===== src/rtl/mux_select_arbiter.sv =====
// Round-robin owner of the downstream 2:1 mux select line.
// Locks the grant to one source for a packet (or a capped burst) and steers sel to it.
module mux_select_arbiter #(
   parameter int unsigned MAX_BURST = 8
) (
   input  logic                               clk,
   input  logic                               rst_n,
   input  logic                               req_0,
   input  logic                               req_1,
   input  logic                               last_0,
   input  logic                               last_1,
   input  logic                               ready,
   output logic                               sel,
   output logic                               grant_0,
   output logic                               grant_1,
   output logic                               busy,
   output logic                               xfer,
   output logic [$clog2(MAX_BURST + 1)-1:0]   beat_cnt
);

   localparam int unsigned      CNT_W    = $clog2(MAX_BURST + 1);
   // Count value of the final beat a grant may carry before forced release.
   localparam logic [CNT_W-1:0] CNT_LAST = CNT_W'(MAX_BURST - 1);

   typedef enum logic [1:0] {
      IDLE  = 2'd0,
      LOCK0 = 2'd1,
      LOCK1 = 2'd2
   } state_e;

   state_e           state_q, state_d;
   logic             prio_q, prio_d;
   logic             sel_q, sel_d;
   logic             grant_0_q, grant_0_d;
   logic             grant_1_q, grant_1_d;
   logic             busy_q, busy_d;
   logic [CNT_W-1:0] beat_cnt_q, beat_cnt_d;
   logic             xfer_c;
   logic             cap_hit_c;
   logic             release_c;

   // Beat moves when the owning source presents data and the consumer takes it.
   assign xfer_c    = ((grant_0_q & req_0) | (grant_1_q & req_1)) & ready;
   assign cap_hit_c = (beat_cnt_q == CNT_LAST);

   // Grant ends on an accepted beat that closes the packet or fills the burst.
   always_comb begin
      release_c = 1'b0;
      if (xfer_c) begin
         if (cap_hit_c) begin
            release_c = 1'b1;
         end else if (state_q == LOCK0) begin
            release_c = last_0;
         end else if (state_q == LOCK1) begin
            release_c = last_1;
         end
      end
   end

   // State register and registered outputs.
   always_ff @(posedge clk or negedge rst_n) begin
      if (!rst_n) begin
         state_q    <= IDLE;
         prio_q     <= 1'b0;
         sel_q      <= 1'b0;
         grant_0_q  <= 1'b0;
         grant_1_q  <= 1'b0;
         busy_q     <= 1'b0;
         beat_cnt_q <= '0;
      end else begin
         state_q    <= state_d;
         prio_q     <= prio_d;
         sel_q      <= sel_d;
         grant_0_q  <= grant_0_d;
         grant_1_q  <= grant_1_d;
         busy_q     <= busy_d;
         beat_cnt_q <= beat_cnt_d;
      end
   end

   // Next-state: arbitrate only from IDLE, leave a lock only on release.
   always_comb begin
      state_d = state_q;
      case (state_q)
         IDLE: begin
            if (req_0 && req_1) begin
               state_d = prio_q ? LOCK1 : LOCK0;
            end else if (req_0) begin
               state_d = LOCK0;
            end else if (req_1) begin
               state_d = LOCK1;
            end
         end
         LOCK0, LOCK1: begin
            if (release_c) begin
               state_d = IDLE;
            end
         end
         default: state_d = IDLE;
      endcase
   end

   // Output/datapath next values: grants follow the next state, sel only moves on lock entry.
   always_comb begin
      prio_d     = prio_q;
      sel_d      = sel_q;
      beat_cnt_d = beat_cnt_q;
      grant_0_d  = (state_d == LOCK0);
      grant_1_d  = (state_d == LOCK1);
      busy_d     = grant_0_d | grant_1_d;

      if (state_q == IDLE) begin
         if (state_d == LOCK0) begin
            sel_d = 1'b0;
         end else if (state_d == LOCK1) begin
            sel_d = 1'b1;
         end
      end

      if (release_c) begin
         beat_cnt_d = '0;
         prio_d     = (state_q == LOCK0);
      end else if (xfer_c) begin
         beat_cnt_d = beat_cnt_q + CNT_W'(1);
      end
   end

   assign sel      = sel_q;
   assign grant_0  = grant_0_q;
   assign grant_1  = grant_1_q;
   assign busy     = busy_q;
   assign xfer     = xfer_c;
   assign beat_cnt = beat_cnt_q;

endmodule


===== config.mk =====
export PLATFORM = sky130hd
export DESIGN_NAME = mux_select_arbiter
export DESIGN_NICKNAME = d
export VERILOG_FILES = /design/src/rtl/mux_select_arbiter.sv
export SDC_FILE = /design/constraint.sdc
export NUM_CORES = 1
export LEC_CHECK = 0
export ABC_AREA = 1
export CELL_PAD_IN_SITES_DETAIL_PLACEMENT = 1
export CELL_PAD_IN_SITES_GLOBAL_PLACEMENT = 1
export CORE_ASPECT_RATIO = 0.7
export CORE_MARGIN = 2
export CORE_UTILIZATION = 34
export CTS_CLUSTER_DIAMETER = 50
export DETAILED_ROUTE_END_ITERATION = 10
export PLACE_DENSITY = 0.75
export SYNTH_ARGS = -nofsm -noshare
export SYNTH_HDL_FRONTEND = slang
export SYNTH_SLANG_ARGS = --single-unit

===== constraint.sdc =====
create_clock -name clk -period 2.3 [get_ports clk]
set_clock_uncertainty 0.1 [all_clocks]
set_input_delay 0.23 -clock clk [delete_from_list [all_inputs] [get_ports clk]]
set_output_delay 0.23 -clock clk [all_outputs]
set_load 0.02 [all_outputs]

## Word level (Yosys, flattened, before mapping)

Cells that the tools add are included.

| cells by class | value |
|---|---|
| bitwise operators | 5 |
| $add $sub $neg | 1 |
| multiplexer cells | 14 |
| eq/ne operators | 5 |
| reduce and logical (&&, ||, !) cells | 6 |

Operator list:

| cell | number |
|---|---|
| $mux 2 | 5 |
| $mux 4 | 2 |
| $mux 1 | 6 |
| $add 4x1->4 const B | 1 |
| $eq 2x1->1 const B | 2 |
| $eq 2x2->1 const B | 2 |
| $eq 4x3->1 const B | 1 |
| $pmux 2 s2 | 1 |
| $reduce_bool 2->1 | 2 |
| $and 1x1->1 | 3 |
| $logic_not 2->1 | 1 |
| $or 1x1->1 | 2 |
| $reduce_and 2->1 | 1 |
| $reduce_or 2->1 | 1 |
| $logic_and 1x1->1 | 1 |

| word-level totals | value |
|---|---|
| input port bits | 7 |
| bits in registers | 11 |

## Longest topological paths before layout

| logic depth | value |
|---|---|
| depth after elaboration | 10 |
| depth in mapped cells | 13 |
| gate-level depth less buffers | 13 |

## Least setup slack after synthesis

OpenSTA, ideal clock, no wires.

| timing | value |
|---|---|
| path type | reg2reg |
| start | reg state_q[0] |
| end | reg sel_q, in the netlist sel |
| slack | 0.417 ns |
| required time | 2.118 ns |
| data arrival time | 1.701 ns |
| path buffers | 0 |
| stages on the path, launching flop included | 10 |
| period minus slack after synthesis | 1.883 ns |
| cell sequence | dfrtp_1 > inv_1 > ha_1 > o21ai_0 > or2_2 > a21oi_1 > ha_1 > inv_1 > a21oi_1 > a31oi_1 |

| between the ends | value |
|---|---|
| cells in the longest elaborated chain, start to end | 10 |
| elaborated cells on any way between the ends | 18 |
| classes of those cells | eq/ne (4); mux (10); reduce/logical (4) |

Ends and longest elaborated chain:

| item | RTL line | source |
|---|---|---|
| start, declared | 31 | `state_e state_q, state_d;` |
| start signal, assigned | 71 | `state_q <= state_d;` |
| $eq 2x2->1 | 54, 84 |  |
| $mux 1 | 54 | `end else if (state_q == LOCK1) begin` |
| $mux 1 | 52 | `end else if (state_q == LOCK0) begin` |
| $mux 1 | 50 | `if (cap_hit_c) begin` |
| $mux 1 | 49 | `if (xfer_c) begin` |
| $mux 2 | 95 | `if (release_c) begin` |
| $pmux 2 s2 (*) | 84 | `case (state_q)` |
| named net state_d[1] | 31 |  |
| $eq 2x1->1 or $eq 2x2->1 (tied branches) | 113, 115 |  |
| $reduce_bool 2->1 (no line) | -- |  |
| $reduce_and 2->1 (no line) | -- |  |
| end signal, assigned | 73 | `sel_q <= sel_d;` |
| end, declared | 33 | `logic sel_q, sel_d;` |

The timed path passes the listed nets; every way through them passes the cells marked *.
A chain may end at the register's enable or synchronous reset.

## Worst setup path in the final report

| timing | value |
|---|---|
| start | in req_1 |
| end | out xfer |

| between the ends | value |
|---|---|
| cells in the longest elaborated chain, start to end | 3 |

Ends and longest elaborated chain:

| item | RTL line | source |
|---|---|---|
| start, declared | 9 | `input logic req_1,` |
| $and 1x1->1 | 43 | `assign xfer_c = ((grant_0_q & req_0) \| (grant_1_q & req_1)) & ready;` |
| $or 1x1->1 | 43 |  |
| $and 1x1->1 | 43 |  |
| end, declared | 17 | `output logic xfer,` |

Every way passes these cells.

==> flow_summary_export.csv <==
group,metric,value,unit
power,p_leak,0.4308,nW
route,avgViaCountPerCell,4.752,
global_route,grt_usage,15.53,%
die,ios,16,
layout,post-route-util,46.85,%
placed_design,dp_hpwl,1134,microns
critical_path,critPathKind,"in2out",
route,firstDrtPassIters,3,
route,ant_nets,0,
die,num_rows,13,
layout,register_area,275.3,sq um
layout,multi_input_area,320.3,sq um
synthesis,yosys.area.top_type,"dfrtp_1",
outcome,status,"completed",
die,die_h,40.25,microns
synthesis,yosys_warnings,0,
die,start_util,35.34,%
sta,clock.fmax,468.0,MHz
route,drc,0,
synthesis,netlist_instances,72,
sta,rsz0062_at_grt,"false",
sta,slew_headroom,65.82,%
global_route,grt_pass1_vias,522,
layout,syn_to_final_growth,32.55,%
sta,tightest_slew,0.5110,ns
layout,n_antenna_cell,0,
sta,period_minus_slack,2.137,ns
clock_network,cts_tree,"yes",
hold_path,hold_class,"in2async",
global_route,grt_first_pass_wirelength,2435,microns
layout,final_cell_mix,"nand2_1 (15), clkdlybuf4s50_1 (15), inv_1 (12)",
layout,nNetsFinal,107,
global_route,grt_antenna_before_repair,0,
synthesis,yosysTopAreaCellShare,43.14,%
placed_design,io_buffers,15,
clock_network,cts_buffers,3,
synthesis,synthTopCellsByArea,"dfrtp_1 (43%), ha_1 (16%), nand2_1 (8.8%)",
critical_path,worstPathMaxFanout,9,
sta,setup_viol,0,
route,drtIter0Drc,9,
synthesis,ys_seq_area_share,43.14,%
critical_path,start_kind,"input port",
sta,hold_viol_final,0,
layout,layout.cells.non_filler,113,
power,pwr-share-comb,55.6,%
synthesis,synth_cell_types,16,
clock_network,cts_hold_buf,0,
die,die-area,2245,sq um
clock_network,clk_pin_slew,0.08,ns
synthesis,yosys_register_bits,11,
power,p_int,0.6219,mW
clock_network,cts_sinks,11,
critical_path,endpoint_kind,"output port",
global_route,gr-total-overflow,0,
job,maxCapViolations,0,
critical_path,cp_data_arrival_time,1.81,ns
placed_design,place.gp.congestion,0.7125,
power,p_switching,0.5003,mW
sta,maxSlewViolCount,0,
placed_design,dp.cells,109,
route,wire_per_inst,12.29,microns
sta,tns,0,ns
clock_network,clock_latency,0.28,ns
power,seqPwrFrac,32.4,%
synthesis,syn-num-nets,87,
critical_path,worstPathRequired,1.97,ns
synthesis,synth_area,638.1,sq um
die,die_x,55.78,microns
global_route,grt_max_degree,12,
layout,fillCellCount,214,
power,p_sw_share,44.59,%
layout,drive_above_1_share,12.09,%
sta,finalCritPeriodShare,92.89,%
power,vdd.ir_drop.worst,0.6155,mV
power,clkPwrFrac,12.1,%
route,vias,537,
clock_network,clock_path_buffers,2,
die,core_area,1805,sq um
power,p_per_area,1327,nW/um^2
route,routed_wirelength,1389,microns
clock_network,clock-root-buffer,"clkbuf_4",
clock_network,ctsHtreeMaxLevel,1,
synthesis,syn_area_per_cell,8.863,sq um
## layer usage
layer	vias up	wire length (microns)	GRT usage (%)
li1	268	-	-
met1	254	604	17.93
met2	10	703	26.79
met3	5	53	5.806
met4	0	29	7.317
met5	-	0	0
## stage by stage
stage | cell area, sq um | worst slack [ns] | power, mW | hold slack (ns)
floorplan | 638.1 | 0.4168 | 0.7402 | -0.1656
global placement | 815.8 | 0.1296 | 0.9652 | 0.3850
detailed placement | 815.8 | 0.06805 | 0.9968 | 0.3912
CTS | 843.3 | 0.1494 | 1.139 | 0.2003
global route | 845.8 | 0.004446 | 1.248 | 0.2142
finish | 845.8 | 0.1635 | 1.122 | 0.1832
## cell type report
cell class	instances	share of cell area (%)
Clock buffer	3	2.663
Clock inverter	1	0.5917
Inverter	12	5.325
Multi-Input combinational cell	49	37.87
Sequential cell	11	32.54
Tap cell	22	3.254
Timing Repair Buffer	15	17.75
## critical path, stage by stage
cell             delay, ns
clkdlybuf4s50_1       0.53
nand2_2               0.09
a21boi_4              0.30
clkdlybuf4s50_1       0.66
## what timing repair did
| action | 4_1_cts | 5_1_grt |
|---|---|---|
| setup buffers | 0 | 0 |
| resized for setup | 0 | 1 |
| setup endpoints to repair | 0 | 1 |
| hold endpoints to repair | 0 | 0 |
## state kept, by name (all words and copies together) (netlist names)
signal	count
beat_cnt	4
grant_0	1
busy	1
sel	1
state_q	2
prio_q	1
grant_1	1
## cells in the mapped netlist
| cell type | count |
|---|---|
| a21boi_0 | 1 |
| ha_1 | 8 |
| o21ai_0 | 3 |
| or2_2 | 1 |
| a21oi_1 | 4 |
| inv_1 | 12 |
| nand2_4 | 1 |
| nand2_1 | 15 |
| dfrtp_1 | 11 |
| nor2_1 | 1 |
| nand2_2 | 3 |
| nand3_1 | 8 |
| a21boi_4 | 1 |
| a31oi_1 | 1 |
| xor2_1 | 1 |
| o21ai_1 | 1 |
## final timing paths
path	start	to	slack, ns	cells after the start
worst max register to register	state_q[0]	sel	0.21	9
max in group asynchronous	rst_n	beat_cnt[0]	1.56	1
worst min register to register	prio_q	prio_q	0.40	2
min in group clk	prio_q	prio_q	0.40	2
worst min-delay path	rst_n	grant_1	0.18	1
worst max-delay path	req_1	xfer	0.16	4
## kinds of logic after synthesis
logic type,count (synthesis),synth area share [%]
and+or+nand+nor,29,21.37
buffers and inverters,12,7.058
AOI/OAI and AO/OA,11,11.37
DFF,11,43.14
adders and majority gates,8,15.69
xor gates and xnor gates,1,1.373
## power by group through the flow
stage | registers [mW] | logic [mW] | clock network, mW
floorplan | 0.436 | 0.304 | 0
global placement | 0.363 | 0.602 | 0
detailed placement | 0.371 | 0.626 | 0
CTS | 0.366 | 0.631 | 0.142
global route | 0.381 | 0.713 | 0.153
finish | 0.363 | 0.623 | 0.136
Note: power is estimated with default switching activity, not from simulation.
